File: src/rtl/seg7_scan_driver.sv
// seg7_scan_driver: 6-digit multiplexed 7-segment scanner with per-frame digit snapshot,
// anti-ghost blanking, leading-zero suppression, separator dots and invalid-BCD dash.
module seg7_scan_driver #(
    parameter int SCAN_DIV       = 50000,
    parameter int BLANK_CYCLES   = 4,
    parameter int ACTIVE_LOW_SEG = 1,
    parameter int ACTIVE_LOW_AN  = 1,
    parameter int BLANK_LEADING  = 1
) (
    input  logic       clk,
    input  logic       reset,
    input  logic       enable,
    input  logic [3:0] sec_lsb,
    input  logic [3:0] sec_msb,
    input  logic [3:0] min_lsb,
    input  logic [3:0] min_msb,
    input  logic [3:0] hr_lsb,
    input  logic [3:0] hr_msb,
    output logic [6:0] seg,
    output logic       dp,
    output logic [5:0] an,
    output logic       frame_tick
);
    localparam int CW = SCAN_DIV > 1 ? $clog2(SCAN_DIV) : 1;
    localparam logic [6:0] SEG_INV = ACTIVE_LOW_SEG != 0 ? 7'h7F : 7'h00;
    localparam logic       DP_INV  = ACTIVE_LOW_SEG != 0;
    localparam logic [5:0] AN_INV  = ACTIVE_LOW_AN != 0 ? 6'h3F : 6'h00;

    logic [CW-1:0]   cnt;
    logic [2:0]      idx;
    logic [5:0][3:0] snap;
    logic            wrap, frame, active, blank_lead;
    logic [3:0]      digit;
    logic [6:0]      code, seg_n;
    logic            dp_n;
    logic [5:0]      an_n;

    always_comb begin
        wrap       = cnt == CW'(SCAN_DIV - 1);
        frame      = wrap && idx == 3'd5;
        digit      = snap[idx];
        active     = enable && cnt >= CW'(BLANK_CYCLES);
        blank_lead = BLANK_LEADING != 0 && idx == 3'd5 && snap[5] == 4'd0;
        case (digit)
            4'd0:    code = 7'h3F;
            4'd1:    code = 7'h06;
            4'd2:    code = 7'h5B;
            4'd3:    code = 7'h4F;
            4'd4:    code = 7'h66;
            4'd5:    code = 7'h6D;
            4'd6:    code = 7'h7D;
            4'd7:    code = 7'h07;
            4'd8:    code = 7'h7F;
            4'd9:    code = 7'h6F;
            default: code = 7'h40;
        endcase
        seg_n = active && !blank_lead ? code : 7'h00;
        dp_n  = active && (idx == 3'd2 || idx == 3'd4);
        an_n  = active ? 6'd1 << idx : 6'd0;
    end

    // Snapshot loads on the last cycle of digit 5 so a whole frame shows one consistent time
    always_ff @(posedge clk or posedge reset) begin
        if (reset) begin
            cnt        <= '0;
            idx        <= '0;
            snap       <= '0;
            seg        <= SEG_INV;
            dp         <= DP_INV;
            an         <= AN_INV;
            frame_tick <= 1'b0;
        end else begin
            cnt        <= wrap ? '0 : cnt + 1'b1;
            idx        <= wrap ? (idx == 3'd5 ? 3'd0 : idx + 3'd1) : idx;
            snap       <= frame ? {hr_msb, hr_lsb, min_msb, min_lsb, sec_msb, sec_lsb} : snap;
            seg        <= seg_n ^ SEG_INV;
            dp         <= dp_n ^ DP_INV;
            an         <= an_n ^ AN_INV;
            frame_tick <= frame;
        end
    end
endmodule

File: config.mk
export PLATFORM = sky130hd
export DESIGN_NAME = seg7_scan_driver
export DESIGN_NICKNAME = d
export VERILOG_FILES = /design/src/rtl/seg7_scan_driver.sv
export SDC_FILE = /design/constraint.sdc
export NUM_CORES = 1
export LEC_CHECK = 0
export ABC_AREA = 1
export CAP_MARGIN = 0
export CORE_ASPECT_RATIO = 0.8
export CORE_UTILIZATION = 57
export CTS_BUF_LIST = sky130_fd_sc_hd__clkbuf_4 sky130_fd_sc_hd__clkbuf_8
export DETAILED_ROUTE_END_ITERATION = 10
export PLACE_DENSITY = 0.82
export SKIP_CTS_REPAIR_TIMING = 1
export SYNTH_ARGS = -nofsm -noshare
export SYNTH_HDL_FRONTEND = slang
export SYNTH_SLANG_ARGS = --single-unit
File: constraint.sdc
create_clock -name clk -period 2.37 [get_ports clk]
set_input_delay 0.474 -clock clk [delete_from_list [all_inputs] [get_ports clk]]
set_output_delay 0.474 -clock clk [all_outputs]
set_load 0.01 [all_outputs]
==> results.md <==
• status: finished, violations left
• violated checks: DRC
• cell type with the largest total area after synthesis: dfrtp_1
• Die Wd: 84.2 um
• Synth area leaders: dfrtp_1 (36%), nand2_1 (15%), dfstp_2 (12%), inv_1 (6.0%), nand3_1 (4.5%)
• Tcrit/Tclk final: 84.1%
• worst slack at placement: 0.392 ns
• clock buffer depth: 2
• synthesized netlist net count: 420
• worst skew pair latency: 0.33 ns
• Core Rows: 23
• number of nets still failing antenna checks after routing: 0
• Root Buffer Master: clkbuf_8
• worst vdd rail ir drop: 0.433 mV
• initial antenna violation count: 0
• Worst slew margin: 64.3%
• beginning of the worst hold path: cnt[0]
• register area share after synthesis: 47.7%
• Synth Area in Compound Gates: 8.04%
• die height: 67.8 um
• Critical Path Start: idx[1]
• via density per instance: 5.19
• transition time at the pin with the least slew margin: 0.534 ns
• parity-gate share of the synthesized area counting xor and xnor cells: 2.27%
• Post-Layout Inst Area: 3680 sq um
• overflow left after global routing: 0
• CP required: 2.61 ns
• total half-perimeter wirelength after legalization and detailed placement: 4.87 mm
• startpoint of the most critical register-to-register path: idx[1]
• most common flop cell mapped by yosys: dfrtp_1
• number of vias in the routed layout: 2563
• maximum level of the CTS H-tree: 3
• routability congestion estimate: 0.884
• Synth-to-Final Area Change: 19.4%
• WL final: 6.34 mm
• synthesis warning total: 0
• Final setup violation count: 0
• Final Hold Vio Count: 0
• max capacitance violation total: 0
• netlist area before placement: 3080 sq um
• max frequency: 502 MHz
• simple-gate share of the synthesized area: 29.0%
• post-synthesis adder-cell area fraction: 3.25%
• wire length per cell: 12.8 um
• Clock transition at path regs: 0.06 ns
• maximum number of pins on one net before global-route repair: 38
• Slew Viols, Final: 0
• setup TNS: 0 ns
• classification of the worst setup path: register to register
• Total Nets Final: 463
• GRT Util Overall: 25.3%
• floorplan die area: 5710 sq um
• gate count of the mapped netlist: 385
• vias in the first global route: 2346
• final core area utilization: 72.2%
• Seq cells post-synth: 58
• number of synthesized flops with an enable pin: 0
• library cells used by synthesis: 33
• setup repair after global routing missed its margin: no
• Arr. time, crit path: 2.23 ns
• combinational family with the most area after synthesis: simple AND/OR/NAND/NOR gates
• startpoint class of the critical path: register
• shortest clock period the worst path allows after layout: 1.99 ns
• mux share of post-synthesis cell area: 0%
• Commonest cells post-synth: nand2_1 (121), inv_1 (49), dfrtp_1 (44)
• Pre-antenna DRT Iters: 8
• area inside the core boundary: 5090 sq um
• PwrDens: 507 nW/um^2
• post-route worst setup slack: 0.377 ns
• Critical Path Fanout Max: 11
• Remaining DRCs: 6
• class of the tightest hold or removal check: register to register
• Fin Hold WS: 0.492 ns
• most frequently used cell type in the post-synthesis netlist: nand2_1
• count of antenna diodes in the layout: 0
• Boundary Pins: 42
• clock tree from TritonCTS: built
• TritonCTS buffer count: 9
• fraction of final layout cells with drive strength greater than 1: 11.8%
• leakage power: 1.78 nW
• top-area cell type share of the netlist area: 35.7%
• capturing element type of the critical path: register
• wire length of the first global-routing pass: 10.9 mm
• I/O Buffers: 41
• number of clock sinks seen by CTS: 58
• Final Skew: 0.00494 ns
• Detailed Route Iter0 Violations: 166
• Avg Cell Area, Syn: 8.00 sq um
• initial cell density of the core: 60.5%
• area post-placement: 3510 sq um
• async set-reset flop share out of synthesis: 100%
==> sequential cells by signal, summed over array words and instances, names as in the netlist <==
register    count
an              6
cnt            16
dp              1
frame_tick      1
idx             3
seg             7
snap           24
==> metal layers <==
metal / routed length, um / vias up / GRT usage [%]
met5: 0 / - / 0
met4: 79 / 0 / 8.41
met3: 380 / 10 / 8.07
met2: 2730 / 80 / 37.6
met1: 3160 / 1190 / 35.2
li1: - / 1283 / -
==> placed cells by master, fill, tap and decap left out, types with 7 or more instances in the layout <==
cell and instances:
o21ai_0 25, clkbuf_8 11, inv_1 48, dfstp_2 14, xor2_1 7, nand3_1 28
ha_1 8, nand2_1 121, nor2_1 34, dfrtp_1 44, clkdlybuf4s50_1 41, o21ai_1 11
==> kinds of logic after synthesis <==
| logic type | after synthesis |
|---|---|
| AO/OA/AOI/OAI | 46 |
| XOR/XNOR | 8 |
| adder cells (fa/ha/maj) | 8 |
| buffers and inverters | 65 |
| flip-flops | 58 |
| AND/OR/NAND/NOR | 200 |
==> path summary, 6_finish.rpt <==
kind | to | slack, ns | cells after the start
setup / recovery | seg[3] | 0.38 | 10
hold / removal | cnt[0] | 0.49 | 1
setup reg to reg | seg[3] | 0.38 | 10
hold reg to reg | cnt[0] | 0.49 | 1
max in group asynchronous | snap[16] | 1.31 | 3
min in group asynchronous | cnt[14] | 0.50 | 2
==> final cells by class <==
cell class              count  area, sq um
fillers                   422         1410
well taps                  62         77.6
inverters                  52          195
repair buffers             45          453
multi-input cells         262         1310
flip-flops and latches     58         1470
clock buffers              12          159
clock inverters             3         15.0
==> power by group <==
part           total (mW)  internal [mW]  switching, mW
logic              0.0749         0.0444         0.0305
registers           0.995          0.995       0.000407
clock network       0.795          0.436          0.359
==> worst max-delay path, stage by stage, from the launching register on <==
cell     delay [ns]
dfrtp_1        0.49
inv_2          0.17
nand2_1        0.16
o22ai_1        0.19
o21ai_0        0.10
nand2_1        0.15
inv_1          0.10
ha_1           0.29
nand3_1        0.09
nand3_1        0.10
nand3_1        0.06
==> per-stage QoR <==
stage               cells  total power [mW]
floorplan             385              1.03
global placement      479              1.09
detailed placement    479              1.09
CTS                   494              1.88
global route          494              1.93
finish                494              1.86
Note: power is estimated with default switching activity, not from simulation.
